--- config.mk ---
export PLATFORM = sky130hd
export DESIGN_NAME = fetch_seq_flat
export DESIGN_NICKNAME = d
export VERILOG_FILES = /design/src/rtl/fetch_seq_if.sv /design/src/rtl/fetch_seq.sv /design/src/flat_wrapper.sv
export SDC_FILE = /design/constraint.sdc
export NUM_CORES = 1
export LEC_CHECK = 0
export BUFFER_PORTS_ARGS = -buffer_cell sky130_fd_sc_hd__clkbuf_2
export CAP_MARGIN = 20
export CORE_ASPECT_RATIO = 1.75
export CORE_MARGIN = 2
export CORE_UTILIZATION = 30
export CTS_CLUSTER_SIZE = 20
export DETAILED_ROUTE_END_ITERATION = 8
export SLEW_MARGIN = 20
export SYNTH_ARGS = -nofsm -noshare
export SYNTH_HDL_FRONTEND = slang
export SYNTH_SLANG_ARGS = --single-unit
export TNS_END_PERCENT = 20
--- constraint.sdc ---
create_clock -name clk -period 2.31 [get_ports clk]
set_input_delay 0.231 -clock clk [delete_from_list [all_inputs] [get_ports clk]]
set_output_delay 0.231 -clock clk [all_outputs]
set_load 0.005 [all_outputs]
--- src/rtl/fetch_seq_if.sv ---
// Port bundle for the minicpu program sequencer: run control, ROM read port,
// issued instruction and the debug ROM reader.
interface fetch_seq_if;
   logic        run;
   logic        step;
   logic        halt_req;
   logic        carry;
   logic [3:0]  rom_addr;
   logic [11:0] rom_data;
   logic [11:0] instr;
   logic        instr_valid;
   logic [3:0]  pc;
   logic [1:0]  state;
   logic        spin;
   logic        dbg_req;
   logic [3:0]  dbg_addr;
   logic [11:0] dbg_data;
   logic        dbg_ack;

   modport master (
      input  run, step, halt_req, carry, rom_data, dbg_req, dbg_addr,
      output rom_addr, instr, instr_valid, pc, state, spin, dbg_data, dbg_ack
   );

   modport slave (
      output run, step, halt_req, carry, rom_data, dbg_req, dbg_addr,
      input  rom_addr, instr, instr_valid, pc, state, spin, dbg_data, dbg_ack
   );
endinterface

--- src/rtl/fetch_seq.sv ---
// Program sequencer for the 4-bit minicpu: PC, fetch/exec FSM, JMP/JNC
// resolution, run/halt/step control and a debug reader sharing the ROM port.
module fetch_seq #(
   parameter logic [3:0] RESET_PC = 4'h0,
   parameter bit         AUTO_RUN = 1'b0
) (
   input  logic        clk,
   input  logic        rst,
   fetch_seq_if.master bus
);

   typedef enum logic [1:0] {
      ST_HALT  = 2'b00,
      ST_FETCH = 2'b01,
      ST_EXEC  = 2'b10
   } state_t;

   state_t      state_r, state_nx_s;
   logic [3:0]  pc_r, pc_nx_s;
   logic [11:0] instr_r;
   logic        valid_r;
   logic        spin_r, spin_nx_s;
   logic        step_mode_r, step_mode_nx_s;
   logic        halt_pend_r;
   logic        dbg_ack_r;
   logic [11:0] dbg_data_r;
   logic        grant_s;
   logic        taken_s;
   logic [3:0]  target_s;

   // Jump decode: JMP always taken, JNC taken on clear carry.
   always_comb begin
      taken_s = 1'b0;
      case (instr_r[11:8])
         4'hF:    taken_s = 1'b1;
         4'hE:    taken_s = ~bus.carry;
         default: taken_s = 1'b0;
      endcase
   end

   // Next program counter for the instruction in EXEC.
   always_comb begin
      if (taken_s) begin
         target_s = instr_r[3:0];
      end else begin
         target_s = pc_r + 4'd1;
      end
   end

   // The debug reader borrows the ROM port whenever the CPU is not fetching.
   always_comb begin
      grant_s = (state_r != ST_FETCH) && bus.dbg_req && !dbg_ack_r;
      if (grant_s) begin
         bus.rom_addr = bus.dbg_addr;
      end else begin
         bus.rom_addr = pc_r;
      end
   end

   // FSM next-state, PC and spin update.
   always_comb begin
      state_nx_s     = state_r;
      step_mode_nx_s = step_mode_r;
      pc_nx_s        = pc_r;
      spin_nx_s      = spin_r;
      case (state_r)
         ST_HALT: begin
            // run wins over step, but a concurrent halt_req holds the start
            if (bus.run) begin
               if (!bus.halt_req) begin
                  state_nx_s     = ST_FETCH;
                  step_mode_nx_s = 1'b0;
               end else begin
                  state_nx_s = ST_HALT;
               end
            end else if (bus.step) begin
               state_nx_s     = ST_FETCH;
               step_mode_nx_s = 1'b1;
            end else begin
               state_nx_s = ST_HALT;
            end
         end
         ST_FETCH: begin
            state_nx_s = ST_EXEC;
         end
         ST_EXEC: begin
            pc_nx_s   = target_s;
            spin_nx_s = taken_s && (instr_r[3:0] == pc_r);
            if (step_mode_r || halt_pend_r || bus.halt_req || !bus.run) begin
               state_nx_s = ST_HALT;
            end else begin
               state_nx_s = ST_FETCH;
            end
         end
         default: begin
            state_nx_s = ST_HALT;
         end
      endcase
   end

   // State, instruction latch and debug read registers.
   always_ff @(posedge clk) begin
      if (rst) begin
         state_r     <= AUTO_RUN ? ST_FETCH : ST_HALT;
         step_mode_r <= 1'b0;
         pc_r        <= RESET_PC;
         instr_r     <= 12'h000;
         valid_r     <= 1'b0;
         spin_r      <= 1'b0;
         halt_pend_r <= 1'b0;
         dbg_ack_r   <= 1'b0;
         dbg_data_r  <= 12'h000;
      end else begin
         state_r     <= state_nx_s;
         step_mode_r <= step_mode_nx_s;
         pc_r        <= pc_nx_s;
         spin_r      <= spin_nx_s;
         valid_r     <= (state_nx_s == ST_EXEC);
         halt_pend_r <= (state_r == ST_FETCH) && bus.halt_req;
         if (state_r == ST_FETCH) begin
            instr_r <= bus.rom_data;
         end
         dbg_ack_r <= grant_s;
         if (grant_s) begin
            dbg_data_r <= bus.rom_data;
         end
      end
   end

   assign bus.instr       = instr_r;
   assign bus.instr_valid = valid_r;
   assign bus.pc          = pc_r;
   assign bus.state       = state_r;
   assign bus.spin        = spin_r;
   assign bus.dbg_data    = dbg_data_r;
   assign bus.dbg_ack     = dbg_ack_r;

endmodule
--- src/flat_wrapper.sv ---
// flat-port wrapper written by rule: the top's interface ports become plain ports
module fetch_seq_flat 
#(
   parameter logic [3:0] RESET_PC = 4'h0,
   parameter bit         AUTO_RUN = 1'b0
)
  (clk, rst, bus_run, bus_step, bus_halt_req, bus_carry, bus_rom_data, bus_dbg_req, bus_dbg_addr, bus_rom_addr, bus_instr, bus_instr_valid, bus_pc, bus_state, bus_spin, bus_dbg_data, bus_dbg_ack);
  fetch_seq_if bus_i ();
  input  logic clk;
  input  logic rst;
  input wire logic [$bits(bus_i.run)-1:0] bus_run;
  input wire logic [$bits(bus_i.step)-1:0] bus_step;
  input wire logic [$bits(bus_i.halt_req)-1:0] bus_halt_req;
  input wire logic [$bits(bus_i.carry)-1:0] bus_carry;
  input wire logic [$bits(bus_i.rom_data)-1:0] bus_rom_data;
  input wire logic [$bits(bus_i.dbg_req)-1:0] bus_dbg_req;
  input wire logic [$bits(bus_i.dbg_addr)-1:0] bus_dbg_addr;
  output wire logic [$bits(bus_i.rom_addr)-1:0] bus_rom_addr;
  output wire logic [$bits(bus_i.instr)-1:0] bus_instr;
  output wire logic [$bits(bus_i.instr_valid)-1:0] bus_instr_valid;
  output wire logic [$bits(bus_i.pc)-1:0] bus_pc;
  output wire logic [$bits(bus_i.state)-1:0] bus_state;
  output wire logic [$bits(bus_i.spin)-1:0] bus_spin;
  output wire logic [$bits(bus_i.dbg_data)-1:0] bus_dbg_data;
  output wire logic [$bits(bus_i.dbg_ack)-1:0] bus_dbg_ack;
  assign bus_i.run = bus_run;
  assign bus_i.step = bus_step;
  assign bus_i.halt_req = bus_halt_req;
  assign bus_i.carry = bus_carry;
  assign bus_i.rom_data = bus_rom_data;
  assign bus_i.dbg_req = bus_dbg_req;
  assign bus_i.dbg_addr = bus_dbg_addr;
  assign bus_rom_addr = bus_i.rom_addr;
  assign bus_instr = bus_i.instr;
  assign bus_instr_valid = bus_i.instr_valid;
  assign bus_pc = bus_i.pc;
  assign bus_state = bus_i.state;
  assign bus_spin = bus_i.spin;
  assign bus_dbg_data = bus_i.dbg_data;
  assign bus_dbg_ack = bus_i.dbg_ack;
  fetch_seq #(.RESET_PC(RESET_PC), .AUTO_RUN(AUTO_RUN)) u_core (.clk(clk), .rst(rst), .bus(bus_i));
endmodule
==> results.sh, run 1 <==
export IMPL_fin_skew_ns=0.00993
export IMPL_setup_ws_ns=0.304
export IMPL_drcViolationCount=0
export IMPL_min_period_ns=2.01
export IMPL_vias=1452
export IMPL_pre_cts_slack_ns=0.588
export IMPL_crit_end="bus_rom_addr[3]"
export IMPL_viasPerCell=5.08
export IMPL_reg2reg_slack_ns=0.95
export IMPL_die_w_um=57.3
export IMPL_tightest_slew_ns=0.506
export IMPL_startpoint_type="register"
export IMPL_firstDrtPassIters=4
export IMPL_clk_pin_slew_worst_paths_ns=0.08
export IMPL_dpl_cell_count=278
export IMPL_post_synth_top_area_fraction_pct=45.7
export IMPL_grt_max_degree=34
export IMPL_syn_area_per_cell_um2=8.41
export IMPL_cts_sinks=34
export IMPL_antenna_left=0
export IMPL_leakage_nw=0.816
export IMPL_clk_latency_ns=0.29
export IMPL_min_period_over_period_pct=86.8
export IMPL_cts_tree="built"
export IMPL_ys_seq_area_share_pct=45.7
export IMPL_grt_antenna_before_repair=0
export IMPL_area_growth_synth_to_final_pct=27.7
export IMPL_coreArea_mm2=0.00475
export IMPL_synth_most_common_cell="dfxtp_1"
export IMPL_diodes=0
export IMPL_drt_wirelength_per_cell_um=13.8
export IMPL_critical_path_arrival_ns=1.77
export IMPL_synthTopCellsByCount="dfxtp_1 (34), nand2_1 (28), a21oi_1 (26)"
export IMPL_reg2reg_from="u_core.bus.state[1]"
export IMPL_netlist_instances=177
export IMPL_status="finished, final reports clean"
export IMPL_end_kind="output pin"
export IMPL_crit_start="u_core.bus.dbg_ack"
export IMPL_relSlewSlack_pct=66.3
export IMPL_htreeDepth=2
export IMPL_worstSetupPathType="reg -> out"
export IMPL_fp_dieH_um=97.2
export IMPL_grtUsageTotal_pct=15.2
export IMPL_synthArstFlopShare_pct=0
export IMPL_fin_setup_tns_ns=0
export IMPL_synth_edff_count=0
export IMPL_drive_gt1_share_pct=34.6
export IMPL_n_fill_cell=523
export IMPL_fmax_mhz=499
export IMPL_synthDistinctLibCells=39
export IMPL_worst_r2r_endpoint="u_core.bus.spin"
export IMPL_synthesis_area_mm2=0.00149
export IMPL_ios=60
export IMPL_yosysWarnings=0
export IMPL_crit_fanout=14
export IMPL_power_density_mw_per_mm2=693
export IMPL_drv_slew=0
export IMPL_routed_wirelength_mm=3.96
export IMPL_maxCapViolCount=0
export IMPL_critPathRequiredTime_ns=2.08
export IMPL_p_total_mw=1.32
export IMPL_rows=33
export IMPL_grt_pass1_vias=1409
export IMPL_cts_resized=0
export IMPL_die_area_mm2=0.00556
export IMPL_nNetsFinal=257
export IMPL_ys_flop_type="dfxtp_1"
export IMPL_ff2ff_path_depth=3
export IMPL_vdd_drop_max_mv=0.389
export IMPL_cts_setup_buffers=0
export IMPL_clk_path_buf_depth=2
export IMPL_grt_ovfl_total=0
export IMPL_cts_buffers=5
export IMPL_syn_nets=201
export IMPL_synth_area_top_cells="dfxtp_1 (46%), a21oi_1 (8.7%), nand2_1 (7.1%), nand3_1 (5.0%), o21ai_0 (4.4%)"
export IMPL_finalSetupViolations=0
export IMPL_place_congestion=0.730
export IMPL_hp_class="in -> reg"
export IMPL_rsz0062_at_grt="false"
export IMPL_yosysTopAreaCell="dfxtp_1"
export IMPL_hold_viol_final=0
export IMPL_fin_cells=286
export IMPL_hold_buffers=0
export IMPL_root_buffer="clkbuf_8"
export IMPL_dr_first_iter_drc_count=38
export IMPL_yosys_register_bits=34
export IMPL_start_util_pct=31.4
export IMPL_port_buffers=59
export IMPL_hpwl_mm=2.87
export IMPL_grt_pass1_wl_mm=6.72
metrics by stage:
stage | cell area (µm²) | hold WS, ns | util [%]
floorplan | 1490 | 0.353 | -
CTS | 1900 | 0.164 | 40.1
global placement | 1810 | 0.447 | 38.2
global route | 1900 | 0.181 | 40.1
detailed placement | 1810 | 0.449 | 38.2
finish | 1900 | 0.170 | 40.1
logic make-up (layout without fill, tap and decap cells):
family,count (synthesis),after routing,synth area share (%)
AO/OA/AOI/OAI,52,52,19.7
flip-flops,34,34,45.7
multiplexers,4,4,3.02
buffers and inverters,14,71,4.54
XOR/XNOR,4,4,2.35
adder cells (fa/ha/maj),1,1,0.840
AND/OR/NAND/NOR,68,68,23.8
worst min-delay path by stage:
stage,from,to,slack [ns],depth (start not counted)
after floorplan,bus_halt_req,u_core.halt_pend_r,0.35,1
after global placement,u_core.bus.instr[7],u_core.bus.instr[7],0.45,2
after detailed placement,u_core.bus.instr[6],u_core.bus.instr[6],0.45,2
after CTS,bus_rom_data[6],u_core.bus.instr[6],0.16,3
after global routing,bus_rom_data[11],u_core.bus.instr[11],0.18,3
final,bus_rom_data[5],u_core.bus.instr[5],0.17,3
cell usage in the layout, fill, tap and decap left out, types with 2 or more instances in the layout:
cell      Yosys  layout
a21oi_1      26      26
a31oi_1       3       3
buf_4         2       4
clkbuf_2      1      59
clkbuf_8      0       5
dfxtp_1      34      34
mux2_2        4       4
nand2_1      28      28
nand2b_1      3       3
nand3_1      15      15
nand4_1       3       3
nor2_1        3       3
nor2b_1       4       4
o211ai_1      2       2
o21ai_0      13      13
xnor2_1       2       2
xor2_1        2       2
worst max-delay path, stage by stage, from the launching register on:
cell and delay, ns:
dfxtp_1 0.32, nand2b_1 0.36, nor2_2 0.32, mux2_2 0.38
clkbuf_2 0.11
report_power, final:
group | leakage (nW) | internal (mW) | switching (mW) | total [mW]
clock | 0.0441 | 0.212 | 0.233 | 0.445
combinational | 0.493 | 0.0999 | 0.111 | 0.211
sequential | 0.278 | 0.624 | 0.0375 | 0.661
flip-flops by register name, indices dropped and copies added, names as in the netlist:
signal / cells
u_core.bus.dbg_ack: 1
u_core.bus.dbg_data: 12
u_core.bus.instr: 12
u_core.bus.pc: 4
u_core.bus.spin: 1
u_core.bus.state: 2
u_core.halt_pend_r: 1
u_core.step_mode_r: 1
cell type report:
cell class	instances	area [µm²]	share of cell area, %
clock inverter	3	21.3	1.12
sequential	34	681	35.8
timing repair buffer	63	325	17.1
clock buffer	5	68.8	3.62
tap	52	65.1	3.42
multi-input combinational	129	741	38.9
metal layers:
metal	vias up	wire length, µm	global-route usage [%]
met3	5	215	3.46
met4	0	79	5.90
met1	663	1650	18.1
met5	-	0	0
li1	736	-	-
met2	48	2010	25.7
Power figures use the tool's default switching activity.
==> run 2: changes to the inputs <==
- CORE_ASPECT_RATIO: 1.75 -> 0.8
==> run 2 against run 1 <==
Die area shrank 0.34%; worst setup slack gained 0.023 ns; utilization grew 1.2 points; clock power grew 20%; non-clock buffer count is the same; sequential power is essentially flat; largest cell class unchanged; hold slack gained 0.0099 ns; power grew 6.8%; combinational power is essentially flat; clock skew shrank 0.0039 ns.
==> results.sh, run 2 (synthesis results as in run 1) <==
export IMPL_status="finished, final reports clean"
export IMPL_grt_ovfl_total=0
export IMPL_min_period_over_period_pct=85.8
export IMPL_die_area_mm2=0.00555
export IMPL_fmax_mhz=504
export IMPL_drive_gt1_share_pct=34.6
export IMPL_port_buffers=59
export IMPL_viasPerCell=5.04
export IMPL_final_util_pct=41.3
export IMPL_drt_wirelength_per_cell_um=13.3
export IMPL_crit_fanout=14
export IMPL_leakage_nw=0.829
export IMPL_ios=60
export IMPL_cts_setup_buffers=0
export IMPL_final_cell_mix="clkbuf_2 (59), dfxtp_1 (34), nand2_1 (28), a21oi_1 (26), nand3_1 (15)"
export IMPL_hold_buffers=0
export IMPL_dpl_cell_area_mm2=0.00182
export IMPL_drv_slew=0
export IMPL_worst_path_buf_inv=1
export IMPL_end_kind="output pin"
export IMPL_maxCapViolCount=0
export IMPL_rsz0062_at_grt="false"
export IMPL_drcViolationCount=0
export IMPL_worstPathCellList="nand2b_1 > nor2_2 > mux2_2 > clkbuf_2"
export IMPL_tightest_slew_ns=0.483
export IMPL_critPathTopFamily="simple AND/OR/NAND/NOR gates"
export IMPL_seq_area_um2=681
export IMPL_area_growth_synth_to_final_pct=29.7
export IMPL_antenna_left=0
export IMPL_start_util_pct=31.8
export IMPL_fin_skew_ns=0.00600
export IMPL_grt_max_degree=34
export IMPL_vias=1481
export IMPL_relSlewSlack_pct=67.8
export IMPL_setup_ws_ns=0.327
export IMPL_critPathMaxStageDelay_ns=0.38
export IMPL_fp_dieH_um=67.0
export IMPL_critPathRequiredTime_ns=2.08
export IMPL_cts_sinks=34
export IMPL_grt_antenna_before_repair=0
export IMPL_pre_cts_slack_ns=0.623
export IMPL_clk_path_buf_depth=2
export IMPL_grt_pass1_wl_mm=6.29
export IMPL_finalSetupViolations=0
export IMPL_clk_pin_slew_worst_paths_ns=0.07
export IMPL_hp_class="in -> reg"
export IMPL_finalInstanceArea_mm2=0.00193
export IMPL_root_buffer="clkbuf_8"
export IMPL_firstDrtPassIters=4
export IMPL_startpoint_type="register"
export IMPL_htreeDepth=2
export IMPL_die_w_um=82.8
export IMPL_nNetsFinal=257
export IMPL_multi_input_area_um2=741
export IMPL_critical_path_arrival_ns=1.75
export IMPL_grt_pass1_vias=1367
export IMPL_n_fill_cell=503
export IMPL_diodes=0
export IMPL_rows=22
export IMPL_grtUsageTotal_pct=15.1
export IMPL_routed_wirelength_mm=3.91
export IMPL_clk_latency_ns=0.28
export IMPL_dr_first_iter_drc_count=76
export IMPL_worstSetupPathType="reg -> out"
export IMPL_hpwl_mm=2.85
export IMPL_hold_viol_final=0
export IMPL_coreArea_mm2=0.00468
export IMPL_cts_buffers=5
export IMPL_cpMaxStageDelayCell="mux2_2"
export IMPL_vdd_drop_max_mv=0.317
export IMPL_place_congestion=0.798
export IMPL_cts_resized=0
export IMPL_cts_tree="built"
export IMPL_layout_commonest_cell="clkbuf_2"
export IMPL_power_density_mw_per_mm2=729
export IMPL_min_period_ns=1.98
export IMPL_fin_setup_tns_ns=0
[run 2: changes by cell type in the layout (fill, tap and decap cells not counted), sizes merged]
| cell | change |
|---|---|
| bufinv | +1 |
| clkinvlp | -1 |
[run 2: final timing paths]
path                       startpoint                     end  slack, ns  cells past startpoint
setup / recovery   u_core.bus.dbg_ack         bus_rom_addr[1]       0.33                      4
hold / removal        bus_rom_data[4]     u_core.bus.instr[4]       0.18                      3
setup reg to reg  u_core.bus.state[0]  u_core.bus.dbg_data[4]       0.92                      4
hold reg to reg   u_core.bus.instr[4]     u_core.bus.instr[4]       0.46                      2
[run 2: routing by layer]
| metal | GRT usage (%) | wire length (µm) | part of all wire, % | vias up |
|---|---|---|---|---|
| met4 | 5.74 | 41 | 1.0 | 0 |
| met1 | 19.0 | 1700 | 44 | 683 |
| met3 | 6.37 | 396 | 10 | 5 |
| met2 | 22.9 | 1770 | 45 | 53 |
| li1 | - | - | - | 740 |
| met5 | 0 | 0 | 0 | - |
[run 2: area by class of cell]
| class | instances | share of cell area (%) |
|---|---|---|
| clock inverters | 3 | 2.07 |
| clock buffers | 5 | 3.56 |
| repair buffers | 63 | 16.9 |
| well taps | 60 | 3.89 |
| flip-flops and latches | 34 | 35.3 |
| multi-input cells | 129 | 38.4 |
[run 2: worst reg2reg max path: stages (launching register included)]
cell and delay [ns]:
dfxtp_1 0.48, nor2b_1 0.24, buf_4 0.28, o21ai_0 0.13
a21oi_1 0.17
[run 2: metrics by stage]
step	power [mW]	hold slack (ns)	instances
floorplan	0.792	0.353	177
global placement	0.886	0.448	286
detailed placement	0.887	0.449	286
CTS	1.43	0.174	294
global route	1.49	0.168	294
finish	1.41	0.180	294
[run 2: report_power, final]
part	switching, mW	total, mW	leakage [nW]	internal (mW)
logic	0.111	0.211	0.493	0.0999
clock network	0.219	0.536	0.0579	0.317
registers	0.0364	0.660	0.278	0.624
total	0.366	1.41	0.829	1.04
